<file path="config.mk">
export PLATFORM = sky130hd
export DESIGN_NAME = mem_bus_arbiter
export DESIGN_NICKNAME = d
export VERILOG_FILES = /design/src/rtl/mem_bus_arbiter.sv
export SDC_FILE = /design/constraint.sdc
export NUM_CORES = 1
export LEC_CHECK = 0
export BUFFER_PORTS_ARGS = -buffer_cell sky130_fd_sc_hd__buf_4
export CORE_AREA = 2 2 134 136
export CTS_CLUSTER_DIAMETER = 150
export DETAILED_ROUTE_END_ITERATION = 16
export DIE_AREA = 0 0 136 138
export GPL_TIMING_DRIVEN = 0
export PLACE_DENSITY = 0.55
export SLEW_MARGIN = 30
export SYNTH_ARGS = -nofsm -noshare
export SYNTH_HDL_FRONTEND = slang
export SYNTH_SLANG_ARGS = --single-unit
</file>
<file path="constraint.sdc">
create_clock -name clk -period 3.3 [get_ports clk]
set_input_delay 0.165 -clock clk [delete_from_list [all_inputs] [get_ports clk]]
set_output_delay 0.165 -clock clk [all_outputs]
set_load 0.05 [all_outputs]
</file>
<file path="src/rtl/mem_bus_arbiter.sv">
// Two-master round-robin arbiter for the native valid/ready memory bus.
// Master 0 (core) and master 1 (e.g. DMA) share one slave path. A watchdog
// forces completion of a granted transfer that waits too long for s_ready.
module mem_bus_arbiter #(
    parameter int unsigned TIMEOUT  = 1024,
    parameter logic [31:0] TO_RDATA = 32'hFFFF_FFFF
) (
    input  logic        clk,
    input  logic        rst,
    input  logic        m0_valid,
    output logic        m0_ready,
    input  logic [31:0] m0_addr,
    input  logic [31:0] m0_wdata,
    input  logic [3:0]  m0_wstrb,
    output logic [31:0] m0_rdata,
    input  logic        m1_valid,
    output logic        m1_ready,
    input  logic [31:0] m1_addr,
    input  logic [31:0] m1_wdata,
    input  logic [3:0]  m1_wstrb,
    output logic [31:0] m1_rdata,
    output logic        s_valid,
    input  logic        s_ready,
    output logic [31:0] s_addr,
    output logic [31:0] s_wdata,
    output logic [3:0]  s_wstrb,
    input  logic [31:0] s_rdata,
    output logic [1:0]  grant,
    input  logic        err_clr,
    output logic        timeout_err,
    output logic [31:0] timeout_addr
);

    localparam int unsigned CW = $clog2(TIMEOUT);

    typedef enum logic {
        IDLE = 1'b0,
        BUSY = 1'b1
    } state_t;

    state_t         state, state_nx;
    logic [1:0]     grant_nx;
    logic           ptr, ptr_nx;
    logic [CW-1:0]  cnt, cnt_nx;
    logic           done_ok, done_to;
    logic           g_valid;
    logic [31:0]    g_addr, g_wdata;
    logic [3:0]     g_wstrb;
    logic [31:0]    fin_rdata;

    // Request of the current owner; all zero while idle (grant == 0).
    always_comb begin
        g_valid = 1'b0;
        g_addr  = '0;
        g_wdata = '0;
        g_wstrb = '0;
        if (grant[1]) begin
            g_valid = m1_valid;
            g_addr  = m1_addr;
            g_wdata = m1_wdata;
            g_wstrb = m1_wstrb;
        end else if (grant[0]) begin
            g_valid = m0_valid;
            g_addr  = m0_addr;
            g_wdata = m0_wdata;
            g_wstrb = m0_wstrb;
        end
    end

    // Next-state logic: arbitration in IDLE, completion/timeout/abort in BUSY.
    always_comb begin
        state_nx = state;
        grant_nx = grant;
        ptr_nx   = ptr;
        cnt_nx   = cnt;
        done_ok  = 1'b0;
        done_to  = 1'b0;
        unique case (state)
            IDLE: begin
                if (m0_valid || m1_valid) begin
                    if (m0_valid && m1_valid) begin
                        grant_nx = ptr ? 2'b10 : 2'b01;
                    end else begin
                        grant_nx = m1_valid ? 2'b10 : 2'b01;
                    end
                    cnt_nx   = '0;
                    state_nx = BUSY;
                end
            end
            BUSY: begin
                if (!g_valid) begin
                    state_nx = IDLE;
                    grant_nx = 2'b00;
                    ptr_nx   = ~grant[1];
                end else if (s_ready) begin
                    done_ok  = 1'b1;
                    state_nx = IDLE;
                    grant_nx = 2'b00;
                    ptr_nx   = ~grant[1];
                end else if (cnt == CW'(TIMEOUT - 1)) begin
                    done_to  = 1'b1;
                    state_nx = IDLE;
                    grant_nx = 2'b00;
                    ptr_nx   = ~grant[1];
                end else begin
                    cnt_nx = cnt + CW'(1);
                end
            end
            default: state_nx = IDLE;
        endcase
    end

    // Bus-facing outputs; reset suppresses any completion still in flight.
    always_comb begin
        fin_rdata = done_to ? TO_RDATA : s_rdata;
        s_valid   = (state == BUSY) && g_valid && !done_to && !rst;
        s_addr    = g_addr;
        s_wdata   = g_wdata;
        s_wstrb   = g_wstrb;
        m0_ready  = grant[0] && (done_ok || done_to) && !rst;
        m1_ready  = grant[1] && (done_ok || done_to) && !rst;
        m0_rdata  = m0_ready ? fin_rdata : '0;
        m1_rdata  = m1_ready ? fin_rdata : '0;
    end

    // State, grant, pointer, watchdog counter and sticky error capture.
    always_ff @(posedge clk) begin
        if (rst) begin
            state        <= IDLE;
            grant        <= 2'b00;
            ptr          <= 1'b0;
            cnt          <= '0;
            timeout_err  <= 1'b0;
            timeout_addr <= '0;
        end else begin
            state <= state_nx;
            grant <= grant_nx;
            ptr   <= ptr_nx;
            cnt   <= cnt_nx;
            if (done_to) begin
                timeout_err  <= 1'b1;
                timeout_addr <= g_addr;
            end else if (err_clr) begin
                timeout_err <= 1'b0;
            end
        end
    end

endmodule

</file>
==> reports/summary.txt <==
Result of the run = finished clean
Accumulated negative setup slack = 0 ns
Number of ports placed on the die boundary = 344
Final period demand of the worst path = 2.866 ns
Fin worst setup slack = 0.4336 ns
Post-layout instance count excluding filler cells = 950
Area growth, synth to finish = 94.39%
Global route overflow = 0
Critical register-to-register path startpoint = grant[1]
Resize count post-CTS = 0
Kind of critical path = flip-flop to output port
Antenna diode instance count = 0
Detailed Routing Iterations Pass 1 = 4
Core region area = 17,530 um2
Seq pwr share = 32.4%
Max-capacitance violation count = 0
Die area = 18,770 um2
Pre-CTS worst setup slack = 0.7476 ns
FMAX = 348.9 MHz
Master cell of the clock root buffer = sky130_fd_sc_hd__clkbuf_16
Dpl hpwl = 14,130 um
Flip-flop cell with the highest count after synthesis = sky130_fd_sc_hd__dfxtp_1
Total chip power = 1.771 mW
Number of max-slew violations in the final report = 0
TritonCTS clock tree = yes
Tightest Pin Transition = 0.9025 ns
Static power due to leakage = 2.951 nW
Area share of the largest cell type after synthesis = 29.51%
Clock edge transition at the registers on the reported setup and hold paths = 0.06 ns
Core Rows = 49
Internal power = 1.143 mW
Final Hold Fails = 0
Input/output buffers = 342
Total instance count after detailed placement = 942
Asr flop ratio synth = 0%
Worst min path class = primary input to flip-flop
Count of buffers added by post-CTS timing repair for setup = 0
Count of cell types in the netlist = 42
Levels on crit path = 9
Startpoint of the most critical setup path = cnt[0]
Post-synth top area cell = sky130_fd_sc_hd__dfxtp_1
Via count of the first global-routing pass = 4,132
Max stage delay on crit path = 0.38 ns
First-pass GRT wire length = 23,650 um
Number of antenna violations at the first check in global routing = 0
Max VDD drop = 0.2650 mV
Final worst-path cycle share = 86.86%
Clk sinks = 47
H-tree depth reported by CTS = 2
GR Util All Layers = 16.35%
Height of the die = 138 um
Netlist area before placement = 3188 um2
Depth of the worst register-to-register path = 6
Synth Register Bits = 47
Leading cell type by number of instances after synthesis = sky130_fd_sc_hd__a22o_1
Final #Nets = 895
Post-detailed-route wirelength per cell = 17.63 um
RePlAce Congestion = 0.7743
Switch Pwr = 0.6273 mW
Maximum clock path buffer count = 2
Most Frequent Cell on Critical Path = sky130_fd_sc_hd__buf_2
Commonest cells in the netlist = sky130_fd_sc_hd__a22o_1 (68), sky130_fd_sc_hd__o21a_1 (64), sky130_fd_sc_hd__dfxtp_1 (47), sky130_fd_sc_hd__nor2_1 (46), sky130_fd_sc_hd__mux2i_1 (33)
Launching element type of the critical path = flip-flop
Post-Syn Nets = 546
Number of antenna-violating nets in the routed design = 0
Synthesized area divided by synthesized cell count = 8.593 um2
Combinational power share = 38.3%
Arrival time of the worst setup path = 2.70 ns
Iteration-0 DRC count of the detailed router = 109
Most area-consuming cells after synthesis = sky130_fd_sc_hd__dfxtp_1 (30%), sky130_fd_sc_hd__a22o_1 (19%), sky130_fd_sc_hd__o21a_1 (15%), sky130_fd_sc_hd__mux2i_1 (10%), sky130_fd_sc_hd__nor2_1 (5.4%)
Final cell utilization of the core = 35.34%
CTS Buf Count = 5
Vias after detailed routing = 4,252
Part of the power in the clock network = 29.3%
Hold buffer count at cts = 0
Horiz. Die Dim = 136 um
Count of unresolved DRC violations after routing = 0
Yosys warns = 0
Pin count of the biggest net entering global routing = 16
Relative slew slack = 39.37%
Worst path slowest cell = sky130_fd_sc_hd__dfxtp_1
Capturing element type of the critical path = output port
Cell breakdown of the critical path = ha_1 -> nand3_2 -> o31a_1 -> nor3_1 -> and2_1 -> buf_2 -> buf_2 -> o21a_1 -> buf_4
Starting density of the core = 18.18%
Worst clock skew = 0.006803 ns
Layout cells sized above 1 = 51.87%
Critical Path Fanout Max = 10
Number of enable flip-flop cells after synthesis = 0
Endpoints failing setup = 0
Post-synthesis instance total = 371
Critical path buffer and inverter count = 3
Critical R2R Capture = cnt[5]
Category of cells accounting for the largest share of critical-path delay = simple AND/OR/NAND/NOR gates
Ratio of total power to cell area = 285.7 nW/um2
Wire length reported by the detailed router = 16,750 um
Average via count per standard cell = 4.476
Switching part of the total = 35.43%
Data required time of the worst path = 3.13 ns
Fraction of the yosys area taken by sequential cells = 29.51%
Slack of the worst reg-to-reg path = 1.09 ns
Setup crit end = m0_rdata[18]
Clock latency on the worst-skew pair = 0.28 ns
Unrepaired setup endpoints after global routing = false
[per-stage QoR]
stage          hold WS, ns  cell area (um2)
6_report            0.1927             6197
5_1_grt             0.1994             6197
4_1_cts             0.1941             6197
3_5_place_dp        0.4741             6042
3_3_place_gp        0.4761             6042
2_1_floorplan       0.3275             3188
[tightest hold or removal path, delay by kind of cell]
kind	cells	cell delay [ns]
AO/OA/AOI/OAI	1	0.05
buffers and inverters	2	0.15
AND/OR/NAND/NOR	1	0.07
[power by group through the flow]
stage          Combinational [mW]  Clock (mW)  Sequential [mW]
5_1_grt                     0.712       0.559            0.574
3_5_place_dp                0.684           0            0.587
3_3_place_gp                0.683           0            0.587
6_report                    0.679       0.518            0.574
4_1_cts                     0.685       0.537            0.574
2_1_floorplan               0.354           0            0.592
[placed cells by master, fill, tap and decap left out, drive strengths merged, types with 3 or more instances in the layout]
master / netlist / layout
nor2: 46 / 46
nand3: 4 / 4
clkbuf: 16 / 22
o21a: 64 / 64
nor3: 10 / 10
mux2i: 33 / 33
o21ai: 6 / 6
nand2: 10 / 10
a21oi: 7 / 7
dfxtp: 47 / 47
buf: 25 / 367
and2: 3 / 3
inv: 4 / 4
nand2b: 3 / 3
a22o: 68 / 68
[cell type report]
| cell class | instances | area (um2) |
|---|---|---|
| Multi-Input combinational cell | 279 | 2002 |
| Clock buffer | 6 | 138.9 |
| Clock inverter | 2 | 16.27 |
| Inverter | 4 | 15.01 |
| Timing Repair Buffer | 342 | 2567 |
| Buffer | 41 | 230.2 |
| Sequential cell | 47 | 940.9 |
| Fill cell | 1930 | 11340 |
| Tap cell | 229 | 286.5 |
[sequential cells by signal, indices dropped and copies added, names as in the netlist]
signal,cells
timeout_addr,32
cnt,10
grant,2
ptr,1
state,1
timeout_err,1
[metal layers]
layer	up-vias	wire, um	global-route usage [%]	share of wire [%]
met5	-	0	0	0
met4	0	156	3.125	0.93
met3	8	1391	3.044	8.3
met2	221	9022	32.58	54
met1	1929	6176	17.51	37
li1	2094	-	-	-
[cells by family (layout without fill, tap and decap cells)]
| group | count (synthesis) | after routing | share of synthesized area, % |
|---|---|---|---|
| compound gates | 158 | 158 | 39.09 |
| simple gates | 87 | 87 | 12.95 |
| flops | 47 | 47 | 29.51 |
| buf+inv | 45 | 395 | 7.692 |
| mux | 33 | 33 | 10.36 |
| fa+ha+maj | 1 | 1 | 0.3924 |
[how the worst min path moves through the flow]
stage                           startpoint          endpoint  slack (ns)  cells after the start
after floorplan                   m1_valid               ptr        0.33                      2
after global routing               err_clr       timeout_err        0.20                      4
after CTS                          err_clr       timeout_err        0.19                      4
final                              err_clr       timeout_err        0.19                      4
after global placement    timeout_addr[30]  timeout_addr[30]        0.48                      2
after detailed placement            cnt[9]            cnt[9]        0.47                      1
(Power assumes the default switching activity.)
